[src/rtl/shared_pkg.sv]
// Shared types and constants for the SPI-RAM subsystem.
// Latency: n/a (types, constants and a pure helper function only).
// Backpressure: n/a.
package shared_pkg;

    // RAM data/address width; one SPI frame carries two control bits on top.
    localparam int MEM_WIDTH = 8;
    localparam int FRAME_LEN = MEM_WIDTH + 2;

    // Frame control code carried in the two MSBs of every frame.
    typedef enum logic [1:0] {
        WR_ADDR = 2'b00,
        WR_DATA = 2'b01,
        RD_ADDR = 2'b10,
        RD_DATA = 2'b11
    } control_e;

    // SPI slave front-end states.
    typedef enum logic [2:0] {
        IDLE      = 3'd0,
        CHK_CMD   = 3'd1,
        WRITE     = 3'd2,
        READ_ADD  = 3'd3,
        READ_DATA = 3'd4
    } spi_state_e;

    // True when a frame's control code is legal for the state that received it.
    // WRITE is entered on a 0 MSB, so either write code is acceptable there.
    function automatic logic ctrl_matches(input spi_state_e st, input logic [1:0] ctrl);
        logic ok;
        ok = 1'b0;
        case (st)
            WRITE:     ok = (ctrl == WR_ADDR) || (ctrl == WR_DATA);
            READ_ADD:  ok = (ctrl == RD_ADDR);
            READ_DATA: ok = (ctrl == RD_DATA);
            default:   ok = 1'b0;
        endcase
        return ok;
    endfunction

endpackage

[src/rtl/spi_miso_serializer.sv]
// MISO serializer: loads a RAM read byte and shifts it out MSB first.
// Latency: first bit on o_miso the clk after i_load; W bits, then 0; o_done pulses after the last bit.
// Backpressure: none; i_load is ignored while a byte is shifting, i_clr aborts and forces o_miso low.
module spi_miso_serializer #(
    parameter int W  = 8,
    parameter int CW = $clog2(W + 1)
) (
    input  logic         i_clk,
    input  logic         i_rst,
    input  logic         i_clr,
    input  logic         i_load,
    input  logic [W-1:0] i_dat,
    output logic         o_miso,
    output logic         o_done
);

    logic [W-1:0]  r_sh;
    logic [CW-1:0] r_rem;
    logic          r_busy;
    logic          r_miso;
    logic          r_done;

    // Load, shift and terminate the MISO byte; SS_n high (i_clr) wipes everything.
    always_ff @(posedge i_clk or posedge i_rst) begin
        if (i_rst) begin
            r_sh   <= '0;
            r_rem  <= '0;
            r_busy <= 1'b0;
            r_miso <= 1'b0;
            r_done <= 1'b0;
        end else if (i_clr) begin
            r_sh   <= '0;
            r_rem  <= '0;
            r_busy <= 1'b0;
            r_miso <= 1'b0;
            r_done <= 1'b0;
        end else begin
            r_done <= 1'b0;
            if (i_load && !r_busy) begin
                // MSB goes straight to the pin; the rest waits in the shifter.
                r_miso <= i_dat[W-1];
                r_sh   <= {i_dat[W-2:0], 1'b0};
                r_rem  <= CW'(W - 1);
                r_busy <= 1'b1;
            end else if (r_busy) begin
                if (r_rem != '0) begin
                    r_miso <= r_sh[W-1];
                    r_sh   <= {r_sh[W-2:0], 1'b0};
                    r_rem  <= r_rem - 1'b1;
                end else begin
                    r_miso <= 1'b0;
                    r_busy <= 1'b0;
                    r_done <= 1'b1;
                end
            end
        end
    end

    assign o_miso = r_miso;
    assign o_done = r_done;

endmodule

[src/rtl/spi_slave_fsm.sv]
// SPI slave front end: deserialises MOSI frames into {ctrl, payload} words and returns RAM read bytes on MISO.
// Latency: rx_valid rises MEM_WIDTH+3 clks after the first SS_n-low sample; MISO starts the clk after tx_valid.
// Backpressure: none; SS_n high aborts a frame. Define SPI_SLAVE_CMD_CHECK_EN to drop mis-coded frames and add frame_err.
module spi_slave_fsm #(
    parameter int MEM_WIDTH = shared_pkg::MEM_WIDTH,
    parameter int CNT_W     = $clog2(MEM_WIDTH + 2)
) (
    input  logic                 clk,
    input  logic                 rst,
    input  logic                 SS_n,
    input  logic                 MOSI,
    output logic                 MISO,
    output logic [MEM_WIDTH+1:0] rx_data,
    output logic                 rx_valid,
`ifdef SPI_SLAVE_CMD_CHECK_EN
    output logic                 frame_err,
`endif
    input  logic [MEM_WIDTH-1:0] tx_data,
    input  logic                 tx_valid
);

    import shared_pkg::*;

    localparam int FLEN = MEM_WIDTH + 2;

    spi_state_e          r_state;
    spi_state_e          w_next;

    logic [CNT_W-1:0]    r_cnt;      // frame bits captured so far
    logic [FLEN-1:0]     r_shift;    // frame being assembled, MSB first
    logic                r_done;     // frame finished; ignore MOSI until SS_n rises
    logic                r_rd_seen;  // a read-address frame is awaiting its read-data frame
    logic                r_rd_done;  // MISO byte already returned for this frame
    logic [FLEN-1:0]     r_rx_data;
    logic                r_rx_valid;

    logic                w_start;    // capture the command MSB
    logic                w_shift;    // capture one payload bit
    logic                w_complete; // all FLEN bits are in
    logic                w_ctrl_ok;
    logic                w_forward;
    logic                w_load;
    logic                w_ser_done;

    // State register.
    always_ff @(posedge clk or posedge rst) begin
        if (rst) begin
            r_state <= IDLE;
        end else begin
            r_state <= w_next;
        end
    end

    // Next-state decode and per-cycle datapath strobes.
    always_comb begin
        w_next     = r_state;
        w_start    = 1'b0;
        w_shift    = 1'b0;
        w_complete = 1'b0;
        case (r_state)
            IDLE: begin
                if (!SS_n) begin
                    w_next = CHK_CMD;
                end
            end
            CHK_CMD: begin
                if (SS_n) begin
                    w_next = IDLE;
                end else begin
                    w_start = 1'b1;
                    if (!MOSI) begin
                        w_next = WRITE;
                    end else if (r_rd_seen) begin
                        w_next = READ_DATA;
                    end else begin
                        w_next = READ_ADD;
                    end
                end
            end
            WRITE, READ_ADD, READ_DATA: begin
                if (SS_n) begin
                    w_next = IDLE;
                end else if (!r_done) begin
                    if (r_cnt != CNT_W'(FLEN)) begin
                        w_shift = 1'b1;
                    end else begin
                        w_complete = 1'b1;
                    end
                end
            end
            default: begin
                w_next = IDLE;
            end
        endcase
    end

`ifdef SPI_SLAVE_CMD_CHECK_EN
    assign w_ctrl_ok = ctrl_matches(r_state, r_shift[FLEN-1:FLEN-2]);
`else
    assign w_ctrl_ok = 1'b1;
`endif

    assign w_forward = w_complete && w_ctrl_ok;

    // Frame assembly, rx strobe and read-address tracking.
    always_ff @(posedge clk or posedge rst) begin
        if (rst) begin
            r_cnt      <= '0;
            r_shift    <= '0;
            r_done     <= 1'b0;
            r_rd_seen  <= 1'b0;
            r_rx_data  <= '0;
            r_rx_valid <= 1'b0;
        end else begin
            r_rx_valid <= 1'b0;
            if (SS_n || (r_state == IDLE)) begin
                r_cnt  <= '0;
                r_done <= 1'b0;
            end
            if (w_start) begin
                r_shift <= {{(FLEN-1){1'b0}}, MOSI};
                r_cnt   <= CNT_W'(1);
            end
            if (w_shift) begin
                r_shift <= {r_shift[FLEN-2:0], MOSI};
                r_cnt   <= r_cnt + 1'b1;
            end
            if (w_complete) begin
                r_done <= 1'b1;
            end
            if (w_forward) begin
                r_rx_data  <= r_shift;
                r_rx_valid <= 1'b1;
                if (r_state == READ_ADD) begin
                    r_rd_seen <= 1'b1;
                end else if (r_state == READ_DATA) begin
                    r_rd_seen <= 1'b0;
                end
            end
        end
    end

`ifdef SPI_SLAVE_CMD_CHECK_EN
    logic r_frame_err;

    // One-cycle error pulse for a completed frame whose code disagrees with its state.
    always_ff @(posedge clk or posedge rst) begin
        if (rst) begin
            r_frame_err <= 1'b0;
        end else begin
            r_frame_err <= w_complete && !w_ctrl_ok;
        end
    end

    assign frame_err = r_frame_err;
`endif

    // One read byte per READ_DATA frame; cleared when the master deselects.
    always_ff @(posedge clk or posedge rst) begin
        if (rst) begin
            r_rd_done <= 1'b0;
        end else if (SS_n) begin
            r_rd_done <= 1'b0;
        end else if (w_ser_done) begin
            r_rd_done <= 1'b1;
        end
    end

    // tx_valid only counts once the READ_DATA frame itself has completed.
    assign w_load = tx_valid && (r_state == READ_DATA) && r_done && !SS_n && !r_rd_done;

    spi_miso_serializer #(
        .W (MEM_WIDTH)
    ) u_miso_ser (
        .i_clk  (clk),
        .i_rst  (rst),
        .i_clr  (SS_n),
        .i_load (w_load),
        .i_dat  (tx_data),
        .o_miso (MISO),
        .o_done (w_ser_done)
    );

    assign rx_data  = r_rx_data;
    assign rx_valid = r_rx_valid;

endmodule

[config.mk]
export PLATFORM = sky130hd
export DESIGN_NAME = spi_slave_fsm
export DESIGN_NICKNAME = d
export VERILOG_FILES = /design/src/rtl/shared_pkg.sv /design/src/rtl/spi_miso_serializer.sv /design/src/rtl/spi_slave_fsm.sv
export SDC_FILE = /design/constraint.sdc
export NUM_CORES = 1
export LEC_CHECK = 0
export ABC_AREA = 1
export CAP_MARGIN = 30
export CELL_PAD_IN_SITES_DETAIL_PLACEMENT = 0
export CELL_PAD_IN_SITES_GLOBAL_PLACEMENT = 2
export CORE_MARGIN = 4
export CORE_UTILIZATION = 41
export CTS_CLUSTER_SIZE = 8
export DETAILED_ROUTE_END_ITERATION = 12
export DONT_BUFFER_PORTS = 1
export PLACE_DENSITY = 0.81
export SLEW_MARGIN = 15
export SYNTH_ARGS = -nofsm -noshare
export SYNTH_HDL_FRONTEND = slang
export SYNTH_HIERARCHICAL = 1
export SYNTH_SLANG_ARGS = --single-unit
[constraint.sdc]
create_clock -name clk -period 3.55 [get_ports clk]
set_input_delay 0.71 -clock clk [delete_from_list [all_inputs] [get_ports clk]]
set_output_delay 0.71 -clock clk [all_outputs]
set_load 0.01 [all_outputs]
==> results.md, run 1 <==
| Result | Reported | Unit |
| --- | --- | --- |
| Status | completed | - |
| Worst-case vdd ir drop | 0.000196 | V |
| Antenna diodes | 0 | - |
| Number of antenna violations at the first check in global routing | 0 | - |
| Gpl congestion | 0.764 | - |
| Tot Pwr | 1.21 | mW |
| Maximum number of pins on one net before global-route repair | 32 | - |
| Static leakage power | 1.19 | nW |
| TritonCTS clock tree | yes | - |
| Total of warnings raised by yosys | 6 | - |
| Die X-Extent | 81.6 | um |
| Die area | 0.00666 | mm2 |
| Final-report max-slew violation count | 0 | - |
| Cell type with the largest total area after synthesis | sky130_fd_sc_hd__dfrtp_1 | - |
| # port buffers | 0 | - |
| Buffers inserted by post-CTS timing repair | 0 | - |
| Area of the core region | 0.00517 | mm2 |
| Fmax | 492 | MHz |
| Placed cell count | 316 | - |
| Maximum clock insertion buffer count | 2 | - |
| Total wire length after detailed routing | 4160 | um |
| Leading post-synthesis cells by cell area | sky130_fd_sc_hd__dfrtp_1, sky130_fd_sc_hd__nand2_1, sky130_fd_sc_hd__o21ai_2 | - |
| Synthesized Nets | 267 | - |
| Power per cell area | 516 | mW/mm2 |
| CTS Buf Count | 5 | - |
| Mean cell area of the mapped netlist | 8.84 | um2 |
| Layout filler cell count | 524 | - |
| Unrepaired setup endpoints after global routing | no | - |
| Top_reg_cell synth | sky130_fd_sc_hd__dfrtp_1 | - |
| Remaining antenna violation count after routing | 0 | - |
| First DRT Iteration DRCs | 68 | - |
| Clk pin slew, worst setup/hold paths | 80 | ps |
| Cells after synthesis | 251 | - |
| CTS Hold Bufs | 0 | - |
| All-layer global routing usage | 0.143 | - |
| Post-synthesis cell area | 0.00222 | mm2 |
| Number of remaining DRC errors | 0 | - |
| Half-perimeter wire length after placement | 2970 | um |
| Number of maximum-capacitance constraint violations | 0 | - |
| Vias | 1,570 | - |
| Start-to-end type of the worst setup path | register to register | - |
| Final core area utilization | 0.452 | - |
| Category of the worst setup path launch point | register | - |
| Min cycle time layout | 2030 | ps |
| Worst min path class | primary input to async pin | - |
| Final Hold Slack | 351 | ps |
| Worst slew margin relative to its limit | 0.618 | - |
| Final hold viol count | 0 | - |
| # clock sinks | 45 | - |
| Maximum fanout count along the critical path | 13 | - |
| Signed area change from the synthesized netlist to the final layout | 5.30 | % |
| Sequential area share after synthesis | 0.507 | - |
| Number of register bits inferred by synthesis | 45 | - |
| Proportion of netlist area held by the largest area contributor | 0.507 | - |
| Number of distinct library cells after synthesis | 28 | - |
| Non-filler instance count after layout | 324 | - |
| Placement Rows | 26 | - |
| Transition time at the pin with the least slew margin | 571 | ps |
| Final cycle utilization of the critical path | 0.572 | - |
| Number of primary I/O pins | 25 | - |
| Post-CTS resize count | 0 | - |
| Starting Density | 0.429 | - |
| Required @ worst endpoint | 3740 | ps |
| Max H-tree Level | 2 | - |
| Via count of the first global-routing pass | 1,528 | - |
| Skew-Pair Late Insertion Delay | 300 | ps |
| # nets final | 269 | - |
| Routed len/inst | 12.8 | um |
| Final-report setup violation count | 0 | - |
| Setup TNS | 0 | ps |
| Number of detailed-route iterations in the first pass | 4 | - |
| Arrival time reported for the critical path endpoint | 2220 | ps |
| Share of final-layout standard cells stronger than drive strength 1 | 0.197 | - |
| Wire length of the first global-routing pass | 7270 | um |
| Library cell used as clock root buffer | sky130_fd_sc_hd__clkbuf_8 | - |
| Synth async-reset ratio | 1.00 | - |
| Kind of capture point of the worst setup path | register | - |
| Number of enable-type register cells in the synthesized netlist | 0 | - |
| Height of the die | 81.6 | um |
| Vias per inst | 4.85 | - |
| Most repeated cell in the gate-level netlist after synthesis | sky130_fd_sc_hd__nand2_1 | - |
| Post-route clock skew | 8.86 | ps |
| Most instantiated cells after synthesis | sky130_fd_sc_hd__nand2_1, sky130_fd_sc_hd__dfrtp_1, sky130_fd_sc_hd__inv_1, sky130_fd_sc_hd__o21ai_2, sky130_fd_sc_hd__nand3_1 | - |
| Aggregate global routing overflow | 0 | - |
## worst max-delay path, stage by stage, from the launching register on
cell and delay, ps:
sky130_fd_sc_hd__dfrtp_1 430, sky130_fd_sc_hd__nor2_1 140, sky130_fd_sc_hd__nand3_1 130, sky130_fd_sc_hd__nor3_1 300
sky130_fd_sc_hd__nand2_1 320, sky130_fd_sc_hd__nand2_1 160, sky130_fd_sc_hd__inv_2 70, sky130_fd_sc_hd__nand2_4 160
sky130_fd_sc_hd__inv_2 100, sky130_fd_sc_hd__nand2_1 70, sky130_fd_sc_hd__nand2_1 50
## final timing paths
kind | endpoint | cells after the start | startpoint | slack [ps]
max | u_miso_ser/r_sh[6] | 10 | r_state[0] | 1520
min | u_miso_ser/r_sh[4] | 1 | rst | 350
max reg2reg | u_miso_ser/r_sh[6] | 10 | r_state[0] | 1520
min reg2reg | r_rd_done | 2 | u_miso_ser/o_done | 470
max in group asynchronous | u_miso_ser/r_rem[1] | 1 | rst | 2820
min in group clk | r_rd_done | 1 | SS_n | 470
## kinds of logic (layout without fill, tap and decap cells)
group,after synthesis,in the layout,share of synthesized area
adders and majority gates,3,3,0.0169
DFF,45,45,0.507
AOI/OAI and AO/OA,32,32,0.106
and+or+nand+nor,133,133,0.278
buffers and inverters,36,39,0.0840
xor gates and xnor gates,2,2,0.00789
## layout make-up
class | instances | area [um2] | share of cell area
Sequential cell | 45 | 1130 | 0.482
Multi-Input combinational cell | 170 | 907 | 0.388
Inverter | 30 | 113 | 0.0482
Tap cell | 70 | 87.6 | 0.0375
Clock buffer | 6 | 82.6 | 0.0353
Clock inverter | 2 | 13.8 | 0.00589
Timing Repair Buffer | 1 | 7.51 | 0.00321
## through the flow
stage | cell area, um2 | worst slack [ps]
after floorplan | 2220 | 1770
after global placement | 2240 | 1400
after detailed placement | 2240 | 1320
after CTS | 2340 | 1530
after global routing | 2340 | 1240
final | 2340 | 1520
## cells in the final DEF (no fill, tap or decap), types with 2 or more instances in the layout
master                      n
sky130_fd_sc_hd__nand2_1   82
sky130_fd_sc_hd__dfrtp_1   45
sky130_fd_sc_hd__inv_1     23
sky130_fd_sc_hd__o21ai_2   19
sky130_fd_sc_hd__nand3_1   17
sky130_fd_sc_hd__nor2_1    10
sky130_fd_sc_hd__inv_2      7
sky130_fd_sc_hd__a21oi_1    6
sky130_fd_sc_hd__clkbuf_8   6
sky130_fd_sc_hd__nand2_2    5
sky130_fd_sc_hd__nand4_1    5
sky130_fd_sc_hd__o21ai_0    4
sky130_fd_sc_hd__nor2_4     3
sky130_fd_sc_hd__nand2_4    3
sky130_fd_sc_hd__ha_1       3
sky130_fd_sc_hd__nand3_2    2
sky130_fd_sc_hd__xor2_1     2
sky130_fd_sc_hd__nor3_1     2
## sequential cells by signal, indices dropped and copies added (netlist names), 3 cells and up
| signal | flops |
|---|---|
| r_shift | 10 |
| u_miso_ser/r_rem | 4 |
| r_state | 3 |
| rx_data | 10 |
| r_cnt | 4 |
| u_miso_ser/r_sh | 7 |
## layer usage
metal,track usage,vias up,wire [um]
met5,0,-,0
met4,0.0498,0,23
met3,0.0450,4,158
met2,0.223,30,1980
met1,0.188,734,1990
li1,-,802,-
## power breakdown
group / internal [mW] / switching [mW]
Combinational: 0.0821 / 0.183
Sequential: 0.567 / 0.0431
Clock: 0.158 / 0.173
No activity file was read; power rests on OpenSTA's default activity.
==> inputs of run 2 (changes only) <==
CORE_UTILIZATION = 34   (was 41)
PLACE_DENSITY = 0.71   (was 0.81)
clock period = 1.75 ns   (was 3.55 ns; I/O delays follow)
==> run 2 against run 1 <==
The flow now finishes with violations (hold timing). Setup slack got worse by 1400 ps. Combinational power rose by 110%. Cell count rose by 4.3%. Total power rose by 110%. Die area rose by 18%. Final area rose by 4.2%. Sequential cell count did not move. Worst hold slack got worse by 360 ps. Sequential share of layout area fell by 2.0 points. Clock skew rose by 2.3 ps. Clock power rose by 140%. Critical path type unchanged. Highest routed layer unchanged.
==> results.md, run 2 (synthesis gave the netlist of run 1 again) <==
| Result | Reported | Unit |
| --- | --- | --- |
| Min cycle time layout | 1620 | ps |
| Number of detailed-route iterations in the first pass | 4 | - |
| Non-filler instance count after layout | 338 | - |
| Worst slew margin relative to its limit | 0.611 | - |
| Power per cell area | 1060 | mW/mm2 |
| Worst R2R Start | r_state[1] | - |
| Worst min path class | primary input to async pin | - |
| Placement Rows | 29 | - |
| Area occupied by multi-input gates | 926 | um2 |
| Number of remaining DRC errors | 0 | - |
| Skew-Pair Late Insertion Delay | 300 | ps |
| Start-to-end type of the worst setup path | register to register | - |
| Final hold viol count | 6 | - |
| Transition time at the pin with the least slew margin | 583 | ps |
| All-layer global routing usage | 0.122 | - |
| Maximum clock insertion buffer count | 2 | - |
| Final WS setup | 131 | ps |
| Relative contribution of the clock network to total power | 0.310 | - |
| Half-perimeter wire length after placement | 3030 | um |
| Crit path to | u_miso_ser/r_rem[2] | - |
| Number of maximum-capacitance constraint violations | 0 | - |
| Most frequent cells in the layout | sky130_fd_sc_hd__nand2_1, sky130_fd_sc_hd__dfrtp_1, sky130_fd_sc_hd__inv_1, sky130_fd_sc_hd__o21ai_2, sky130_fd_sc_hd__nand3_1 | - |
| # nets final | 276 | - |
| Die X-Extent | 88.8 | um |
| Most frequent standard cell in the layout excluding fill and tap cells | sky130_fd_sc_hd__nand2_1 | - |
| Switching share of power | 0.319 | - |
| Startpoint of the most critical setup path | r_state[1] | - |
| Fmax | 618 | MHz |
| Total internal power | 1.76 | mW |
| Via count of the first global-routing pass | 1,481 | - |
| Remaining antenna violation count after routing | 0 | - |
| CTS Hold Bufs | 0 | - |
| Final cycle utilization of the critical path | 0.925 | - |
| Required @ worst endpoint | 1980 | ps |
| Area of the core region | 0.00635 | mm2 |
| Worst-case vdd ir drop | 0.000418 | V |
| TritonCTS clock tree | yes | - |
| Switching pwr | 0.826 | mW |
| Failing checks | hold timing | - |
| Maximum fanout count along the critical path | 11 | - |
| Aggregate global routing overflow | 0 | - |
| Layout filler cell count | 670 | - |
| Kind of capture point of the worst setup path | register | - |
| # clock sinks | 45 | - |
| Category of the worst setup path launch point | register | - |
| CTS Buf Count | 5 | - |
| Height of the die | 88.8 | um |
| Share of final-layout standard cells stronger than drive strength 1 | 0.230 | - |
| Reg-to-reg slack, setup | 130 | ps |
| Max H-tree Level | 2 | - |
| Number of primary I/O pins | 25 | - |
| Vias per inst | 4.67 | - |
| Area of all placed cells without fillers | 0.00244 | mm2 |
| Final-report max-slew violation count | 0 | - |
| Library cell used as clock root buffer | sky130_fd_sc_hd__clkbuf_8 | - |
| Maximum number of pins on one net before global-route repair | 32 | - |
| Placement Cell Area | 0.00229 | mm2 |
| Arrival time reported for the critical path endpoint | 1850 | ps |
| Clk pin slew, worst setup/hold paths | 90 | ps |
| Routed len/inst | 12.9 | um |
| Setup TNS | 0 | ps |
| Placed cell count | 328 | - |
| Starting Density | 0.350 | - |
| Total wire length after detailed routing | 4360 | um |
| Post-route clock skew | 11.1 | ps |
| Final core area utilization | 0.384 | - |
| Sequential standard cell area | 0.00113 | mm2 |
| Antenna diodes | 0 | - |
| Status | finished, violations left | - |
| Static leakage power | 1.23 | nW |
| Path depth of the worst reg2reg path | 10 | - |
| Final-report setup violation count | 0 | - |
| First DRT Iteration DRCs | 74 | - |
| End of the worst register-to-register path | u_miso_ser/r_rem[2] | - |
| Tot Pwr | 2.59 | mW |
| Number of antenna violations at the first check in global routing | 0 | - |
| Power share of the sequential group | 0.475 | - |
| Die area | 0.00789 | mm2 |
| Vias | 1,578 | - |
| Signed area change from the synthesized netlist to the final layout | 9.75 | % |
| Gpl congestion | 0.770 | - |
| # port buffers | 0 | - |
| Wire length of the first global-routing pass | 7400 | um |
| Worst Setup Slack post-DPL | 67.5 | ps |
| Combinational Power Share | 0.215 | - |
| Final Hold Slack | -5.02 | ps |
==> run 2: worst min-delay path by stage <==
stage | start | end | slack [ps] | cells after the start
floorplan | rst | u_miso_ser/o_done | 240 | 1
detailed placement | rst | u_miso_ser/o_miso | 340 | 1
global placement | rst | u_miso_ser/o_done | 330 | 1
finish | rst | u_miso_ser/o_done | -5 | 1
global route | rst | rx_data[0] | 30 | 2
CTS | rst | u_miso_ser/o_miso | 9 | 1
==> run 2: area by class of cell <==
type                            instances  share of cell area
Multi-Input combinational cell        170               0.380
Tap cell                               77              0.0395
Clock buffer                            5              0.0282
Inverter                               30              0.0462
Sequential cell                        45               0.462
Clock inverter                          3              0.0190
Timing Repair Buffer                    8              0.0247
==> run 2: routing by layer <==
| metal | wire length [um] | track usage |
|---|---|---|
| met1 | 2270 | 0.179 |
| met2 | 1800 | 0.165 |
| met3 | 252 | 0.0447 |
| met4 | 44 | 0.0412 |
| met5 | 0 | 0 |
==> run 2: critical path, cell delays in order, from the launching register on <==
cell,delay [ps]
sky130_fd_sc_hd__dfrtp_1,400
sky130_fd_sc_hd__nor2_2,140
sky130_fd_sc_hd__nand3_2,120
sky130_fd_sc_hd__nor3_4,230
sky130_fd_sc_hd__nand2_1,90
sky130_fd_sc_hd__nand2_1,90
sky130_fd_sc_hd__inv_2,60
sky130_fd_sc_hd__nand2_4,140
sky130_fd_sc_hd__buf_4,150
sky130_fd_sc_hd__nand3_1,60
sky130_fd_sc_hd__nand2_1,60
==> run 2: power groups by stage <==
stage                     clock, mW  sequential (mW)  combinational (mW)
after global routing          0.884             1.24               0.631
after CTS                     0.838             1.23               0.541
after floorplan                   0             1.23               0.498
after global placement            0             1.25               0.544
after detailed placement          0             1.25               0.540
final                         0.802             1.23               0.555
==> run 2: timing repair <==
action	CTS	global route
gates resized for setup	0	4
endpoints found under the setup margin	0	10
buffers inserted	0	2
hold endpoints to repair	0	0
==> inputs of run 3 (changes only) <==
PLACE_DENSITY = 0.8   (was 0.71)
==> run 3 against run 2 <==
The run still ends with hold timing left. Sequential power is essentially flat. Via count shrank 0.82%. Register-to-register slack gained 40 ps. Sequential cell count is the same. Utilization shrank 0.61 points. Global-route usage shrank 0.31 points. Routed wire length shrank 5.1%. Non-clock buffer count shrank 4. Maximum frequency grew 2.5%. Sequential share of layout area grew 0.75 points. Critical path type unchanged. Critical endpoint is now u_miso_ser/r_sh[6]. Largest power group unchanged.
==> results.md, run 3 (synthesis gave the netlist of run 1 again) <==
| Result | Reported | Unit |
| --- | --- | --- |
| Area of the core region | 0.00635 | mm2 |
| Vias | 1,565 | - |
| Transition time at the pin with the least slew margin | 559 | ps |
| Gpl congestion | 0.739 | - |
| Total wire length after detailed routing | 4140 | um |
| Vias per inst | 4.69 | - |
| Antenna diodes | 0 | - |
| Final WS setup | 171 | ps |
| Half-perimeter wire length after placement | 3040 | um |
| Maximum fanout count along the critical path | 13 | - |
| Final cycle utilization of the critical path | 0.902 | - |
| Reg-to-reg slack, setup | 170 | ps |
| Min cycle time layout | 1580 | ps |
| Worst slew margin relative to its limit | 0.627 | - |
| Number of remaining DRC errors | 0 | - |
| Final core area utilization | 0.378 | - |
| Arrival time reported for the critical path endpoint | 1770 | ps |
| Layout filler cell count | 662 | - |
| Routed len/inst | 12.4 | um |
| First DRT Iteration DRCs | 68 | - |
| Switching pwr | 0.778 | mW |
| Remaining antenna violation count after routing | 0 | - |
| Number of antenna violations at the first check in global routing | 0 | - |
| Share of final-layout standard cells stronger than drive strength 1 | 0.218 | - |
| Number of detailed-route iterations in the first pass | 4 | - |
| Placement Rows | 29 | - |
| Maximum clock insertion buffer count | 2 | - |
| Final Hold Slack | -9.32 | ps |
| Worst min path class | primary input to async pin | - |
| Final-report max-slew violation count | 0 | - |
| Area of all placed cells without fillers | 0.00240 | mm2 |
| TritonCTS clock tree | yes | - |
| Kind of capture point of the worst setup path | register | - |
| Aggregate global routing overflow | 0 | - |
| Fmax | 633 | MHz |
| Buffers inserted by post-CTS timing repair | 0 | - |
| Required @ worst endpoint | 1940 | ps |
| Most frequent cells in the layout | sky130_fd_sc_hd__nand2_1, sky130_fd_sc_hd__dfrtp_1, sky130_fd_sc_hd__inv_1, sky130_fd_sc_hd__o21ai_2, sky130_fd_sc_hd__nand3_1 | - |
| Total internal power | 1.67 | mW |
| Worst-case vdd ir drop | 0.000488 | V |
| Die X-Extent | 88.8 | um |
| Die area | 0.00789 | mm2 |
| Worst Setup Slack post-DPL | -52.2 | ps |
| Post-CTS resize count | 1 | - |
| Final-report setup violation count | 0 | - |
| Switching share of power | 0.317 | - |
| Number of primary I/O pins | 25 | - |
| Power per cell area | 1020 | mW/mm2 |
| Post-route clock skew | 9.07 | ps |
| Wire length of the first global-routing pass | 7310 | um |
| End of the worst register-to-register path | u_miso_ser/r_sh[6] | - |
| Combinational Power Share | 0.214 | - |
| # port buffers | 0 | - |
| Library cell used as clock root buffer | sky130_fd_sc_hd__clkbuf_8 | - |
| Path depth of the worst reg2reg path | 10 | - |
| All-layer global routing usage | 0.119 | - |
| Max H-tree Level | 2 | - |
| Failing checks | hold timing | - |
| Final hold viol count | 14 | - |
| Placement Cell Area | 0.00227 | mm2 |
| Worst R2R Start | r_state[1] | - |
| Clk pin slew, worst setup/hold paths | 80 | ps |
| CTS Buf Count | 5 | - |
| Relative contribution of the clock network to total power | 0.282 | - |
| Power share of the sequential group | 0.504 | - |
| # clock sinks | 45 | - |
| Via count of the first global-routing pass | 1,541 | - |
| CTS Hold Bufs | 0 | - |
| # nets final | 272 | - |
| Most frequent standard cell in the layout excluding fill and tap cells | sky130_fd_sc_hd__nand2_1 | - |
| Maximum number of pins on one net before global-route repair | 32 | - |
| Starting Density | 0.350 | - |
| Skew-Pair Late Insertion Delay | 290 | ps |
| Height of the die | 88.8 | um |
| Status | finished, violations left | - |
| Static leakage power | 1.21 | nW |
| Category of the worst setup path launch point | register | - |
| Signed area change from the synthesized netlist to the final layout | 8.00 | % |
| Start-to-end type of the worst setup path | register to register | - |
| Number of maximum-capacitance constraint violations | 0 | - |
[run 3: stage by stage]
step                TNS [ps]  cells  power, mW
CTS                        0    334       2.50
finish                     0    334       2.45
global route           -9.29    334       2.63
global placement           0    326       1.79
detailed placement      -187    326       1.79
floorplan                  0    251       1.73
[run 3: final cells by class]
class                   instances  area (um2)  share of cell area
flip-flops and latches         45        1130               0.470
multi-input cells             170         931               0.388
inverters                      30         113              0.0470
clock buffers                   7        96.3              0.0402
well taps                      77        96.3              0.0402
repair buffers                  4        30.0              0.0125
clock inverters                 1        5.00             0.00209
[run 3: power groups by stage]
| stage | clock network, mW | logic [mW] | registers (mW) |
|---|---|---|---|
| final | 0.691 | 0.526 | 1.23 |
| after global routing | 0.768 | 0.608 | 1.25 |
| after CTS | 0.725 | 0.536 | 1.23 |
| after floorplan | 0 | 0.498 | 1.23 |
| after global placement | 0 | 0.536 | 1.25 |
| after detailed placement | 0 | 0.536 | 1.25 |
[run 3: routing by layer]
| metal | GRT usage | part of all wire |
|---|---|---|
| met5 | 0 | 0 |
| met4 | 0.0412 | 0.013 |
| met3 | 0.0363 | 0.045 |
| met2 | 0.190 | 0.47 |
| met1 | 0.153 | 0.47 |
[run 3: how the worst max path moves through the flow]
stage                     slack [ps]        from  depth (start not counted)                  to
after floorplan                  220  r_state[1]                          9  u_miso_ser/r_sh[7]
after global placement            30  r_state[1]                         10  u_miso_ser/r_sh[3]
after detailed placement         -50  r_state[1]                         10  u_miso_ser/r_sh[3]
after CTS                         30  r_state[1]                         10  u_miso_ser/r_sh[3]
after global routing              -6  r_state[1]                         10  u_miso_ser/r_sh[6]
final                            170  r_state[1]                         10  u_miso_ser/r_sh[6]
[run 3: critical path: stages, from the launching register on]
cell and delay (ps):
sky130_fd_sc_hd__dfrtp_1 420, sky130_fd_sc_hd__nor2_1 180, sky130_fd_sc_hd__nand3_2 130, sky130_fd_sc_hd__nor3_4 170
sky130_fd_sc_hd__nand2_1 90, sky130_fd_sc_hd__nand2_1 70, sky130_fd_sc_hd__inv_2 60, sky130_fd_sc_hd__nand2_4 150
sky130_fd_sc_hd__inv_2 110, sky130_fd_sc_hd__nand2_1 70, sky130_fd_sc_hd__nand2_1 50
